<file path="src/rtl/reg_bus_arbiter.sv">
// -----------------------------------------------------------------------------
// core_v_mcu_pkg (subset)
//   Register bus request/response types and the peripheral register map.
//   Slaves: 0 SOC_CTRL, 1 BOOTROM, 2 GPIO, 3 UART, 4 I2C.
//   A rule hits when start_addr <= addr < end_addr.
// -----------------------------------------------------------------------------
package core_v_mcu_pkg;

  localparam int unsigned NumRegSlaves = 5;

  typedef struct packed {
    logic [31:0] addr;
    logic        write;
    logic [31:0] wdata;
    logic [3:0]  wstrb;
    logic        valid;
  } reg_req_t;

  typedef struct packed {
    logic [31:0] rdata;
    logic        error;
    logic        ready;
  } reg_rsp_t;

  typedef struct packed {
    logic [31:0] start_addr;
    logic [31:0] end_addr;
  } rule_t;

  typedef rule_t [NumRegSlaves-1:0] reg_map_t;

  function automatic reg_map_t gen_reg_map();
    reg_map_t m;
    m[0] = '{start_addr: 32'h0002_0000, end_addr: 32'h0002_1000}; // SOC_CTRL
    m[1] = '{start_addr: 32'h0003_0000, end_addr: 32'h0003_4000}; // BOOTROM
    m[2] = '{start_addr: 32'h1000_0000, end_addr: 32'h1000_1000}; // GPIO
    m[3] = '{start_addr: 32'h1002_0000, end_addr: 32'h1002_1000}; // UART
    m[4] = '{start_addr: 32'h1003_0000, end_addr: 32'h1003_1000}; // I2C
    return m;
  endfunction

  localparam reg_map_t RegMap = gen_reg_map();

endpackage

// -----------------------------------------------------------------------------
// reg_bus_arbiter
//   Shares the peripheral register bus between NumMst requesters and routes
//   each granted access to one of NumSlv register slaves. Round-robin grant,
//   a single access in flight, decode error for unmapped addresses and a
//   timeout error for slaves that never answer.
//
// Ports
//   clk_i      clock
//   rst_i      synchronous reset, active-high
//   mst_req_i  requester requests (addr, write, wdata, wstrb, valid)
//   mst_rsp_o  requester responses (rdata, error, ready); one-cycle ready
//   slv_req_o  slave requests; only the selected slave sees valid
//   slv_rsp_i  slave responses
//   busy_o     high whenever the FSM is not IDLE
//   decerr_o   one-cycle pulse: an unmapped address was decoded
//   timeout_o  one-cycle pulse: the selected slave timed out
// -----------------------------------------------------------------------------
module reg_bus_arbiter #(
  parameter int unsigned NumMst        = 2,
  parameter int unsigned NumSlv        = core_v_mcu_pkg::NumRegSlaves,
  parameter core_v_mcu_pkg::rule_t [NumSlv-1:0] Map = core_v_mcu_pkg::RegMap,
  parameter int unsigned TimeoutCycles = 1024
) (
  input  logic                                  clk_i,
  input  logic                                  rst_i,
  input  core_v_mcu_pkg::reg_req_t [NumMst-1:0] mst_req_i,
  output core_v_mcu_pkg::reg_rsp_t [NumMst-1:0] mst_rsp_o,
  output core_v_mcu_pkg::reg_req_t [NumSlv-1:0] slv_req_o,
  input  core_v_mcu_pkg::reg_rsp_t [NumSlv-1:0] slv_rsp_i,
  output logic                                  busy_o,
  output logic                                  decerr_o,
  output logic                                  timeout_o
);

  localparam int unsigned MstW = (NumMst > 1) ? $clog2(NumMst) : 1;
  localparam int unsigned SlvW = (NumSlv > 1) ? $clog2(NumSlv) : 1;
  localparam int unsigned CntW = $clog2(TimeoutCycles) + 1;
  localparam logic [CntW-1:0] CntLast = CntW'(TimeoutCycles - 1);
  localparam logic [MstW-1:0] MstLast = MstW'(NumMst - 1);

  typedef enum logic [1:0] {
    StIdle   = 2'd0,
    StAccess = 2'd1,
    StResp   = 2'd2
  } state_e;

  state_e                   state_q, state_d;
  logic [MstW-1:0]          rr_ptr_q, rr_ptr_d;
  logic [MstW-1:0]          grant_q, grant_d;
  logic [SlvW-1:0]          sel_q, sel_d;
  logic [CntW-1:0]          cnt_q, cnt_d;
  core_v_mcu_pkg::reg_req_t req_q, req_d;
  logic [31:0]              rsp_rdata_q, rsp_rdata_d;
  logic                     rsp_err_q, rsp_err_d;
  logic                     decerr_q, decerr_d;
  logic                     timeout_q, timeout_d;

  logic                     win_found_s;
  logic [MstW-1:0]          win_idx_s;
  logic [MstW-1:0]          scan_idx_s;
  logic [31:0]              win_addr_s;
  logic                     dec_found_s;
  logic [SlvW-1:0]          dec_idx_s;

  // Round-robin pick: first valid requester scanning from rr_ptr upwards, modulo NumMst.
  always_comb begin
    win_found_s = 1'b0;
    win_idx_s   = '0;
    scan_idx_s  = '0;
    for (int k = 0; k < NumMst; k++) begin
      scan_idx_s = MstW'((32'(rr_ptr_q) + k) % NumMst);
      if (!win_found_s && mst_req_i[scan_idx_s].valid) begin
        win_found_s = 1'b1;
        win_idx_s   = scan_idx_s;
      end else begin
        win_found_s = win_found_s;
      end
    end
  end

  assign win_addr_s = mst_req_i[win_idx_s].addr;

  // Address decode of the winning request; the lowest matching map index wins on overlap.
  always_comb begin
    dec_found_s = 1'b0;
    dec_idx_s   = '0;
    for (int i = 0; i < NumSlv; i++) begin
      if (!dec_found_s && (win_addr_s >= Map[i].start_addr) && (win_addr_s < Map[i].end_addr)) begin
        dec_found_s = 1'b1;
        dec_idx_s   = SlvW'(i);
      end else begin
        dec_found_s = dec_found_s;
      end
    end
  end

  // Next-state logic for the IDLE -> ACCESS -> RESP access sequence.
  always_comb begin
    state_d     = state_q;
    rr_ptr_d    = rr_ptr_q;
    grant_d     = grant_q;
    sel_d       = sel_q;
    cnt_d       = cnt_q;
    req_d       = req_q;
    rsp_rdata_d = rsp_rdata_q;
    rsp_err_d   = rsp_err_q;
    decerr_d    = 1'b0;
    timeout_d   = 1'b0;
    case (state_q)
      StIdle: begin
        if (win_found_s) begin
          // Requester fields are captured here only; later changes cannot disturb the access.
          grant_d = win_idx_s;
          req_d   = mst_req_i[win_idx_s];
          cnt_d   = '0;
          if (dec_found_s) begin
            sel_d   = dec_idx_s;
            state_d = StAccess;
          end else begin
            rsp_err_d   = 1'b1;
            rsp_rdata_d = 32'h0000_0000;
            decerr_d    = 1'b1;
            state_d     = StResp;
          end
        end else begin
          state_d = StIdle;
        end
      end
      StAccess: begin
        // Ready is checked before the timeout so a last-cycle ready still completes normally.
        if (slv_rsp_i[sel_q].ready) begin
          rsp_rdata_d = slv_rsp_i[sel_q].rdata;
          rsp_err_d   = slv_rsp_i[sel_q].error;
          state_d     = StResp;
        end else if (cnt_q == CntLast) begin
          rsp_rdata_d = 32'h0000_0000;
          rsp_err_d   = 1'b1;
          timeout_d   = 1'b1;
          state_d     = StResp;
        end else begin
          cnt_d = cnt_q + CntW'(1);
        end
      end
      StResp: begin
        rr_ptr_d = (grant_q == MstLast) ? '0 : grant_q + MstW'(1);
        state_d  = StIdle;
      end
      default: begin
        state_d = StIdle;
      end
    endcase
  end

  // State and datapath registers with synchronous reset.
  always_ff @(posedge clk_i) begin
    if (rst_i) begin
      state_q     <= StIdle;
      rr_ptr_q    <= '0;
      grant_q     <= '0;
      sel_q       <= '0;
      cnt_q       <= '0;
      req_q       <= '0;
      rsp_rdata_q <= 32'h0000_0000;
      rsp_err_q   <= 1'b0;
      decerr_q    <= 1'b0;
      timeout_q   <= 1'b0;
    end else begin
      state_q     <= state_d;
      rr_ptr_q    <= rr_ptr_d;
      grant_q     <= grant_d;
      sel_q       <= sel_d;
      cnt_q       <= cnt_d;
      req_q       <= req_d;
      rsp_rdata_q <= rsp_rdata_d;
      rsp_err_q   <= rsp_err_d;
      decerr_q    <= decerr_d;
      timeout_q   <= timeout_d;
    end
  end

  // Bus outputs are decoded from registered state only, never from mst_req_i.
  always_comb begin
    slv_req_o = '0;
    mst_rsp_o = '0;
    if (state_q == StAccess) begin
      slv_req_o[sel_q] = req_q;
    end else begin
      slv_req_o = '0;
    end
    if (state_q == StResp) begin
      mst_rsp_o[grant_q].rdata = rsp_rdata_q;
      mst_rsp_o[grant_q].error = rsp_err_q;
      mst_rsp_o[grant_q].ready = 1'b1;
    end else begin
      mst_rsp_o = '0;
    end
  end

  assign busy_o    = (state_q != StIdle);
  assign decerr_o  = decerr_q;
  assign timeout_o = timeout_q;

endmodule
</file>
<file path="config.mk">
export PLATFORM = sky130hd
export DESIGN_NAME = reg_bus_arbiter
export DESIGN_NICKNAME = d
export VERILOG_FILES = /design/src/rtl/reg_bus_arbiter.sv
export SDC_FILE = /design/constraint.sdc
export NUM_CORES = 1
export LEC_CHECK = 0
export BUFFER_PORTS_ARGS = -buffer_cell sky130_fd_sc_hd__buf_2
export CORE_AREA = 3 3 284 286
export DETAILED_ROUTE_END_ITERATION = 16
export DIE_AREA = 0 0 287 289
export GPL_TIMING_DRIVEN = 0
export SLEW_MARGIN = 20
export SYNTH_ARGS = -nofsm -noshare
export SYNTH_HDL_FRONTEND = slang
export SYNTH_SLANG_ARGS = --single-unit
</file>
<file path="constraint.sdc">
create_clock -name clk_i -period 2.1 [get_ports clk_i]
set_input_delay 0.21 -clock clk_i [delete_from_list [all_inputs] [get_ports clk_i]]
set_output_delay 0.21 -clock clk_i [all_outputs]
set_load 0.02 [all_outputs]
</file>
## Word level (Yosys, flattened, before mapping)

Cells that the tools add are included.

- Flip-flop bits (word level): 123
- Input port bits: 312
- Output and inout port bits: 421
- Word-level logic and storage cells: 128

- $add $sub $neg: 3
- Order comparisons: 17
- Eq/ne operators: 8
- Mux-type cells: 55
- Bitwise gates (word level): 5
- Reductions and logical operators: 26

Operators by type and width:

| cell | count |
|---|---|
| 350-bit bitwise AND | 1 |
| 350-bit 2-to-1 mux | 1 |
| 70-bit demux with 3-bit select | 1 |
| 70-bit 2-to-1 mux | 3 |
| 68-bit bitwise mux | 2 |
| 32-bit 2-to-1 mux | 4 |
| 34-bit binary-select mux with 3-bit select | 1 |
| 34-bit demux with 1-bit select | 3 |
| 32-bit by 29-bit greater-or-equal comparator with 1-bit output, second input constant | 3 |
| 32-bit by 29-bit < comparator with 1-bit output, second input constant | 3 |
| 68-bit bitwise AND | 1 |
| 34-bit 2-to-1 mux | 2 |
| 68-bit 2-to-1 mux | 1 |
| 32-bit by 18-bit greater-or-equal comparator with 1-bit output, second input constant | 2 |
| 32-bit by 18-bit < comparator with 1-bit output, second input constant | 2 |
| 32-bit one-hot mux with 2 select lines | 1 |
| 11-bit 2-to-1 mux | 3 |
| 1-bit 2-to-1 mux | 22 |
| 11-bit one-hot mux with 2 select lines | 1 |
| 1-bit logical AND | 12 |
| 11-bit by 1-bit adder with 11-bit output, second input constant | 1 |
| 11-bit by 10-bit == test with 1-bit output, second input constant | 1 |
| 2-bit 2-to-1 mux | 5 |
| 3-bit 2-to-1 mux | 3 |
| other kinds (19) | 35 |

## Depth between registers and ports, before layout

Gate-level depths: netlist (run 1).

- Depth in word-level cells: 30
- Gate-level depth with buffers: 10

## Worst setup path after synthesis (run 1)

OpenSTA, ideal clock, no wires.

- Path kind: reg2reg
- Start: reg sel_q[0]
- End: reg rsp_rdata_q[5]
- Library setup time: 60 ps
- Arrival time: 1964 ps
- Data required time: 2040 ps
- Slack: 76 ps
- Stages on the path, launching flop included: 10
- Clock period less this slack: 2024 ps
- Cells stage by stage: dfxtp_1 > clkbuf_1 > nand2b_1 > buf_4 > nor2_1 > a311oi_4 > a21oi_1 > a2111oi_4 > buf_6 > a22o_1

- Word-level cells in the longest chain between the ends: 4
- Elaborated cells on any way between the ends: 6
- Classes of those cells: eq/ne: 1; mux: 4; reduce/logical: 1

Ends and longest elaborated chain:

| what | line | source |
|---|---|---|
| start, declared | 96 | `logic [SlvW-1:0] sel_q, sel_d;` |
| start signal, assigned | 217 | `sel_q <= sel_d;` |
| 34-bit binary-select mux with 3-bit select (*) | 177, 178 |  |
| 34-bit 2-to-1 mux (*) | - |  |
| 3-bit != test (no line) or 32-bit 2-to-1 mux (tied branches) | - |  |
| 4-bit AND reduction (no line) or 32-bit one-hot mux with 2 select lines (tied branches) | - |  |
| end signal, assigned | 220 | `rsp_rdata_q <= rsp_rdata_d;` |
| end, declared | 99 | `logic [31:0] rsp_rdata_q, rsp_rdata_d;` |

Every way passes the cells marked *; elsewhere a longest branch is shown, timed or not. The select of a mux whose other input is x is not followed.
A chain may end at the register's enable or synchronous reset.

## Worst setup path after layout (run 1)

- Start: reg sel_q[1]
- End: reg rsp_rdata_q[9]

The elaborated chain is that of the path after synthesis.

==> impl_results.md, run 1 <==
- Gr usage total: 18.7%
- Grt ovf: 0
- Place WS: -1600 ps
- Die ar.: between 0.08 and 0.09 mm^2
- Residual DRC: 0
- Dpl cells: ~3.1k
- CP arrival: 2700 ps
- P per Cell Area: between 300 and 400 mW/mm^2
- Tmin final: roughly 2300 ps
- Slew @ Worst Pin: 847 ps
- WL final: between 80000 and 90000 um
- CTS Buf Count: 17
- CTS tree: yes
- Post-synthesis sequential area ratio: ~29%
- Final Hold Viols: 0
- FFs w/ async S/R, synth: 0%
- Max frequency: roughly 430 MHz
- Largest fanout on the critical path: 6
- Antenna violations before repair: 13
- FILL cells: 8291
- FF+latch count, synth: approximately 120
- Hold depth: 3
- Worst min path class: in -> reg
- Cell Area, Synth: ~0.0086 mm^2
- First-pass GRT wire length: 108000 um
- Clock tree buffer depth: 2
- Clk slew on worst S/H paths: roughly 70 ps
- Maximum vdd drop: 0.576 mV
- Worst skew pair latency: roughly 470 ps
- Worst EP required: approximately 2500 ps
- Pre-antenna DRT Iters: 5
- Pin count of the biggest net entering global routing: 17
- Status: complete, but fails checks
- Vias in the first global route: 13.9k
- Final Skew: between 15 and 20 ps
- Final Setup Violations: between 300 and 400
- Max Cap Violations: 0
- Final slew viol count: 0
- Row count: between 100 and 150
- Element type at the critical path start: flip-flop
- Final core utilization: 27.0%
- RR Startpoint: sel_q[1]
- Initial DRC count: between 1k and 1.5k
- Overall power: between 7 and 8 mW
- Reg-to-reg slack, setup: -210 ps
- Synthesized netlist cell count: between 1k and 1.5k
- Final period utilization: 110%
- Share of post-route cells with drive strength above 1: 53.5%
- Clock root buffer: clkbuf_16
- Synth cell types: between 60 and 70
- Final Instance Count excl. Fillers: 3381
- Port-buffer cells: roughly 730
- Hold path start: mst_req_i[66]
- Setup ws final: -206 ps
- Lkg Pwr: 8.65 nW
- Vias per std cell: between 4 and 5
- Post-DP HPWL: around 61000 um
- RSZ-0062 raised after global routing: true
- R2R Path End: rsp_rdata_q[9]
- WS Path Type: reg -> reg
- Initial Util: between 10% and 20%
- CTS H-tree depth: 4
- WL/cell: between 20 and 30 um
- Hold EP: req_q[66]
- # IOs: roughly 730
- Main synth FF type: dfxtp_1
- Clock tree sinks: approximately 120
- Die W: 287 um
- Core region area: between 0.07 and 0.08 mm^2
- Die H: 289 um
- YS warnings: 0
- Violated checks: setup timing
- Reg2Reg Depth: 10
- Slew headroom: roughly 44%
- Synthesis-to-finish area growth: 147%
- Count of flip-flops with a built-in enable after synthesis: 0
- Crit. End Element: flip-flop
- Min Hold Slack: approximately 53 ps
- Syn Area/Cell: around 6.4 um^2
- Global placer's final weighted congestion: between 0.9 and 1
- Syn nets: 1652
- Vias: approximately 15k
- Routed Antenna Nets: 0
- Fin nets: between 2k and 3k
-- flip-flops by register name (all words and copies together), names as in the netlist --
name and cells:
cnt_q 11, decerr_o 1, grant_q 1, req_q 70, rr_ptr_q 1, rsp_err_q 1, rsp_rdata_q 32, sel_q 3
state_q 2, timeout_o 1
-- critical path, stage by stage (launching register included) --
cell and delay, ps:
dfxtp_4 390, buf_4 140, mux2i_1 170, nor2_1 100
a311oi_4 330, buf_12 180, a21oi_2 80, a2111oi_4 300
buf_6 230, clkbuf_16 180, o2bb2ai_1 110
-- layer usage --
layer | track usage (%) | routed length, um | vias up
met5 | 0.523 | 66 | -
met4 | 11.0 | 5280 | 4
met3 | 7.00 | 8900 | 278
met2 | 29.5 | 39500 | 1141
met1 | 21.6 | 33300 | 7109
li1 | - | - | 6546
-- worst max path at each step --
stage / startpoint / endpoint / slack (ps) / depth (start not counted)
after global placement: state_q[0] / slv_req_o[138] / -2030 / 6
after CTS: sel_q[2] / slv_req_o[128] / -240 / 6
after floorplan: sel_q[0] / rsp_rdata_q[5] / 80 / 9
after detailed placement: sel_q[2] / slv_req_o[349] / -1600 / 6
final: sel_q[1] / rsp_rdata_q[9] / -210 / 10
after global routing: sel_q[1] / slv_req_o[182] / -280 / 7
-- report_power, final --
group | internal [mW] | switching, mW | total (mW)
logic | 0.736 | 0.794 | 1.53
clock network | 1.79 | 1.49 | 3.29
registers | 2.47 | 0.170 | 2.64
-- layout make-up --
type	instances	area [um^2]	share of cell area [%]
Antenna cell	10	25.0	0.118
Buffer	115	1380	6.49
Clock buffer	17	425	2.00
Clock inverter	15	173	0.812
Inverter	5	21.3	0.100
Multi-Input combinational cell	1094	7860	37.0
Sequential cell	123	2480	11.7
Tap cell	1050	1310	6.18
Timing Repair Buffer	952	7580	35.7
-- cells by family (layout without fill, tap and decap cells) --
kind of cell / count (synthesis) / count (layout) / share of synthesized area, %
AOI/OAI and AO/OA: 225 / 226 / 20.2
adders and majority gates: 1 / 1 / 0.145
buffers and inverters: 127 / 1104 / 5.94
DFF: 123 / 123 / 28.6
muxes: 41 / 41 / 4.77
other: 0 / 10 / 0
and+or+nand+nor: 822 / 826 / 40.3
-- stage by stage --
stage          setup TNS (ps)  area, um^2
6_report               -38530       21300
5_1_grt                -77100       21300
4_1_cts                -69860       19100
3_5_place_dp          -443780       13700
3_3_place_gp          -603010       13600
2_1_floorplan               0        8600
-- Yosys cell counts (5+ instances only) --
| library cell | instances | area [um^2] |
|---|---|---|
| dfxtp_1 | 123 | 2460 |
| o21ai_0 | 41 | 205 |
| and2_1 | 69 | 432 |
| clkbuf_1 | 108 | 405 |
| mux2i_1 | 41 | 410 |
| or3_1 | 9 | 56.3 |
| o22ai_1 | 7 | 43.8 |
| a311oi_1 | 68 | 596 |
| o2bb2ai_1 | 27 | 236 |
| a22o_1 | 6 | 52.6 |
| a221oi_1 | 27 | 236 |
| or4_1 | 5 | 37.5 |
| a21oi_1 | 23 | 115 |
| nand4_1 | 5 | 31.3 |
| nand2_1 | 243 | 912 |
| nor2_1 | 444 | 1670 |
| nand2b_1 | 6 | 37.5 |
| nand3_1 | 12 | 60.1 |
| nor3_1 | 6 | 30.0 |
| buf_2 | 6 | 30.0 |
-- cell usage in the layout, fill, tap and decap left out, types with 15 or more instances in the layout --
cell type        n
a21oi_1         20
a221oi_1        24
a311oi_1        68
and2_1          65
buf_12          31
buf_2          492
buf_4           91
buf_6          190
buf_8           15
clkbuf_1        26
clkbuf_16       55
clkbuf_2        21
dfxtp_1        118
dlygate4sd3_1  142
mux2i_1         40
nand2_1        176
nand2_2         21
nand2_8         36
nor2_1         248
nor2_2          31
nor2_4         165
o21ai_0         39
o2bb2ai_1       27
-- timing repair --
action | 4_1_cts | 5_1_grt
pin swaps | 49 | 37
endpoints found under the setup margin | 540 | 522
hold buffers | 142 | 0
gates cloned | 19 | 17
gates resized for setup | 765 | 525
setup buffers | 28 | 19
endpoints found under the hold margin | 77 | 0
Note: power is estimated with default switching activity, not from simulation.
==> run 2: changes to the inputs <==
Settings changed: MAX_ROUTING_LAYER from default to met4, PLACE_DENSITY from default to 0.39.
==> run 2 against run 1 <==
Against the previous run:
- the flow still finishes with violations (setup timing)
- maximum frequency is 0.73% lower
- die area stayed put
- clock power decreased by 5%
- largest power group unchanged
- highest routed layer is now met4
==> impl_results.md, run 2 (same netlist as run 1, synthesis figures left out) <==
- Status: complete, but fails checks
- Violated checks: setup timing
- P per Cell Area: ~320 mW/mm^2
- CP arrival: approximately 2100 ps
- Post-DP HPWL: between 60000 and 70000 um
- Final Hold Viols: 0
- Routed Antenna Nets: 0
- Slowest-stage cell, CP: dfxtp_4
- Worst min path class: in -> reg
- CP Cell Sequence: buf_12, or3_4, clkbuf_16, clkbuf_8, nor2_1, buf_4
- Final period utilization: 111%
- Element type at the critical path start: flip-flop
- Global placer's final weighted congestion: 0.883
- Commonest non-fill, non-tap cell in the layout: buf_2
- Vias per std cell: 4.32
- Reg-to-reg slack, setup: -160 ps
- WL/cell: roughly 25 um
- Pre-antenna DRT Iters: 5
- CTS tree: yes
- Initial DRC count: 911
- Tmin final: 2320 ps
- Clk slew on worst S/H paths: around 70 ps
- Final Setup Violations: between 300 and 400
- Initial Util: a little over a tenth
- Pin count of the biggest net entering global routing: 17
- Grt ovf: 0
- Crit. End Element: output port
- Lkg Pwr: roughly 8.9 nW
- Max incr delay on CP: between 300 and 400 ps
- Die ar.: 0.0829 mm^2
- Die W: 287 um
- Dpl cells: ~3.1k
- CTS Buf Count: 17
- Post-route setup TNS: -24580 ps
- Worst EP required: about 1900 ps
- WS Path Type: reg -> out
- # IOs: between 700 and 800
- Setup ws final: -223 ps
- RSZ-0062 raised after global routing: true
- Register bank with the most flops: req_q
- CTS H-tree depth: 4
- Vias in the first global route: around 14k
- Gr usage total: a little under a fifth
- Synthesis-to-finish area growth: 163%
- Slew headroom: between 40% and 50%
- Final slew viol count: 0
- Commonest non-fill, non-tap cells in the layout: buf_2, buf_6, nor2_4
- Residual DRC: 0
- Core region area: 0.0786 mm^2
- Final Instance Count excl. Fillers: between 3k and 4k
- Max Cap Violations: 0
- Fin nets: around 2.6k
- Clock tree sinks: between 100 and 150
- Vias: 14.6k
- WL final: between 80000 and 90000 um
- Antenna violations before repair: 7
- Max reg flops: 70
- Final Skew: roughly 12 ps
- Slew @ Worst Pin: about 840 ps
- Largest registers: req_q: 70 flops, rsp_rdata_q: 32 flops, cnt_q: 11 flops
- Clock tree buffer depth: 2
- Share of post-route cells with drive strength above 1: a little under three fifths
- Port-buffer cells: 731
- Row count: roughly 100
- Die H: between 200 and 300 um
- Clock root buffer: clkbuf_16
- FILL cells: 8330
- Maximum vdd drop: between 0.6 and 0.7 mV
- Largest fanout on the critical path: 10
- Worst skew pair latency: 480 ps
- First-pass GRT wire length: between 100000 and 150000 um
- Max frequency: between 400 and 500 MHz
==> run 2: cell types whose count changed in the layout (fill, tap and decap cells not counted), moves of 10 or more <==
cell | previous run | this run
buf_2 | 492 | 394
dlygate4sd3_1 | 142 | 159
nor2_1 | 248 | 191
nor2_4 | 165 | 205
buf_4 | 91 | 137
nand2_4 | 12 | 22
nand2_2 | 21 | 2
nor2_2 | 31 | 48
buf_6 | 190 | 236
nand2_8 | 36 | 52
clkbuf_16 | 55 | 66
==> run 2: worst max-delay path: cells and delay by family, from the launching register on <==
family	cells	cell delay (ps)
buf+inv	4	710
flops	1	370
simple gates	2	520
==> run 2: layer usage <==
| layer | up-vias | share of wire (%) | track usage, % |
|---|---|---|---|
| met2 | 815 | 48 | 31.4 |
| met5 | - | 0 | - |
| met4 | 0 | 4.0 | 7.12 |
| met1 | 7060 | 40 | 22.2 |
| met3 | 179 | 7.4 | 4.83 |
| li1 | 6588 | - | - |
==> run 2: worst paths after layout <==
| kind | end | from | cells after the start |
|---|---|---|---|
| worst max register to register | rsp_rdata_q[9] | sel_q[1] | 10 |
| worst min register to register | cnt_q[10] | cnt_q[10] | 1 |
| worst max-delay path | slv_req_o[24] | sel_q[1] | 6 |
| worst min-delay path | req_q[60] | mst_req_i[60] | 3 |
==> run 2: repair_timing <==
| item | in CTS | in global routing |
|---|---|---|
| resized for setup | 708 | 856 |
| pin swaps | 10 | 107 |
| hold endpoints to repair | 84 | 0 |
| setup buffers | 27 | 13 |
| setup endpoints to repair | 539 | 498 |
| gates cloned | 27 | 11 |
| hold buffers | 159 | 0 |
==> run 2: cell type report <==
type | count | area, um^2 | share of cell area (%)
Tap cell | 1050 | 1310 | 5.82
Clock buffer | 17 | 425 | 1.88
Inverter | 5 | 21.3 | 0.0942
Antenna cell | 9 | 22.5 | 0.0998
Buffer | 116 | 1460 | 6.47
Timing Repair Buffer | 963 | 8140 | 36.1
Multi-Input combinational cell | 1094 | 8540 | 37.8
Sequential cell | 123 | 2480 | 11.0
Clock inverter | 15 | 169 | 0.748
==> run 2: stage by stage <==
stage | area [um^2] | setup WS, ps | hold WS [ps] | power [mW] | utilization (%)
6_report | 22600 | -223 | 37.1 | 7.33 | 28.7
5_1_grt | 22600 | -267 | 16.7 | 7.67 | 28.7
4_1_cts | 19100 | -216 | 0.111 | 7.33 | 24.3
3_5_place_dp | 13600 | -1290 | 458 | 3.73 | 17.3
3_3_place_gp | 13600 | -1600 | 456 | 3.72 | 17.3
2_1_floorplan | 8600 | 75.6 | 362 | 3.09 | -
==> run 2: where the power goes <==
group	switching [mW]	internal (mW)
Clock	1.53	1.60
Sequential	0.214	2.47
Combinational	0.772	0.736
==> run 3: changes to the inputs <==
Settings changed: RECOVER_POWER from default to 25.
==> run 3 against run 2 <==
Against the previous run:
- the flow still finishes with violations (setup timing)
- combinational power about the same
- critical path depth unchanged
- worst setup slack better by 23 ps
- core utilization about the same
- critical endpoint is now slv_req_o[132]
- count of clock-buffer cells in the layout unchanged
- largest cell class unchanged
- largest power group unchanged
==> impl_results.md, run 3 (same netlist as run 1, synthesis figures left out) <==
- Slowest-stage cell, CP: or2_4
- RR Startpoint: sel_q[1]
- Element type at the critical path start: flip-flop
- WL/cell: 24.9 um
- Crit. End Element: output port
- Commonest non-fill, non-tap cell in the layout: buf_2
- Commonest non-fill, non-tap cells in the layout: buf_2, buf_6, nor2_4
- Register bank with the most flops: req_q
- WS Path Type: reg -> out
- Max reg flops: 70
- CTS H-tree depth: 4
- Pin count of the biggest net entering global routing: 17
- Post-route setup TNS: -23940 ps
- Row count: 103
- Max frequency: ~430 MHz
- Grt ovf: 0
- Die ar.: ~0.083 mm^2
- Critical path origin: sel_q[1]
- Clock tree sinks: about 120
- Gr usage total: between 10% and 20%
- CP arrival: about 2100 ps
- Largest fanout on the critical path: 5
- Layer with the highest usage: met2
- Synthesis-to-finish area growth: 162%
- Share of post-route cells with drive strength above 1: 55.6%
- RSZ-0062 raised after global routing: true
- Initial DRC count: 903
- Max incr delay on CP: between 300 and 400 ps
- CTS tree: yes
- Largest registers: req_q: 70 flops, rsp_rdata_q: 32 flops, cnt_q: 11 flops
- Final Setup Violations: roughly 320
- Core region area: 0.0786 mm^2
- Lkg Pwr: approximately 8.9 nW
- Worst min path class: in -> reg
- Die H: about 290 um
- Final period utilization: 110%
- CP Cell Sequence: buf_12, buf_4, or2_4, clkbuf_16, nor2_1, buf_4
- Final slew viol count: 0
- Grt met3 use: approximately 4.8%
- WL final: 84500 um
- Worst EP required: about 1900 ps
- CP bufs+invs: 4
- Clock tree buffer depth: 2
- First-pass GRT wire length: 107000 um
- Max Cap Violations: 0
- Slew headroom: 43.9%
- FILL cells: roughly 8.3k
- Global placer's final weighted congestion: ~0.88
- Slew @ Worst Pin: roughly 840 ps
- Cell family with most CP delay: buffers and inverters
- Status: complete, but fails checks
- Setup ws final: -200 ps
- Clk slew on worst S/H paths: roughly 70 ps
- Most frequent cell on the critical path: buf_4
- Worst skew pair latency: about 480 ps
- Violated checks: setup timing
- # IOs: between 700 and 800
- Vias in the first global route: 13.9k
- Vias: approximately 15k
- Pre-antenna DRT Iters: 5
- CTS Buf Count: 17
- Hold path start: mst_req_i[60]
- M1 GR Usage: between 20% and 30%
- Fin nets: 2633
- Maximum vdd drop: between 0.6 and 0.7 mV
- Clock root buffer: clkbuf_16
- Antenna violations before repair: 7
- Final Hold Viols: 0
- Die W: about 290 um
- Routed Antenna Nets: 0
- Initial Util: ~11%
- Port-buffer cells: approximately 730
- Tmin final: between 2000 and 2500 ps
- Final Skew: ~12 ps
- Post-DP HPWL: 60700 um
- Final core utilization: between 20% and 30%
- P per Cell Area: approximately 320 mW/mm^2
- Met2 usage: 31.4%
- Residual DRC: 0
- Vias per std cell: about 4.3
run 3: cell count changes in the layout (fill, tap and decap cells not counted):
| cell | change |
|---|---|
| clkbuf_1 | +7 |
| buf_2 | -6 |
| and3_2 | +1 |
| and3_4 | -1 |
| clkbuf_2 | -1 |
run 3: per-stage QoR:
| stage | instance area [um^2] | total power, mW | std cells | hold WS [ps] | setup slack (ps) |
|---|---|---|---|---|---|
| floorplan | 8600 | 3.09 | 1339 | 362 | 75.6 |
| global placement | 13600 | 3.72 | 3120 | 456 | -1600 |
| finish | 22600 | 7.32 | 3392 | 44.4 | -200 |
| CTS | 19100 | 7.33 | 3361 | 0.111 | -216 |
| detailed placement | 13600 | 3.73 | 3121 | 458 | -1290 |
| global route | 22600 | 7.67 | 3388 | 16.7 | -267 |
run 3: where the power goes:
group          internal [mW]  switching [mW]
clock network           1.60            1.53
logic                  0.735           0.773
registers               2.47           0.213
total                   4.81            2.51
run 3: cell type report:
class,count,area (um^2),share of cell area [%]
antenna,9,22.5,0.0998
tap,1050,1310,5.82
inverter,5,21.3,0.0943
clock buffer,17,425,1.89
timing repair buffer,963,8130,36.0
clock inverter,15,169,0.749
buffer,116,1460,6.47
sequential,123,2480,11.0
multi-input combinational,1094,8540,37.8
run 3: what timing repair did:
action | 4_1_cts | 5_1_grt
gates cloned | 27 | 11
setup endpoints to repair | 539 | 498
pin swaps | 10 | 107
hold buffers | 159 | 0
endpoints found under the hold margin | 84 | 0
buffers inserted | 27 | 13
gates resized for setup | 708 | 856
run 3: final timing paths:
check | to | slack [ps] | cells past startpoint
setup / recovery | slv_req_o[132] | -200 | 6
hold / removal | req_q[60] | 40 | 3
setup reg to reg | rsp_rdata_q[9] | -160 | 10
hold reg to reg | rsp_rdata_q[26] | 470 | 1
run 3: worst reg2reg max path: cells and delay by family, from the launching register on:
kind	cells	cell delay (ps)
flops	1	380
simple gates	1	70
compound gates	4	810
buf+inv	4	700
mux	1	230
run 3: layer usage:
| metal | wire (um) | vias up |
|---|---|---|
| li1 | - | 6588 |
| met1 | 34100 | 7034 |
| met2 | 40800 | 832 |
| met3 | 6250 | 172 |
| met4 | 3420 | 0 |
| met5 | 0 | - |
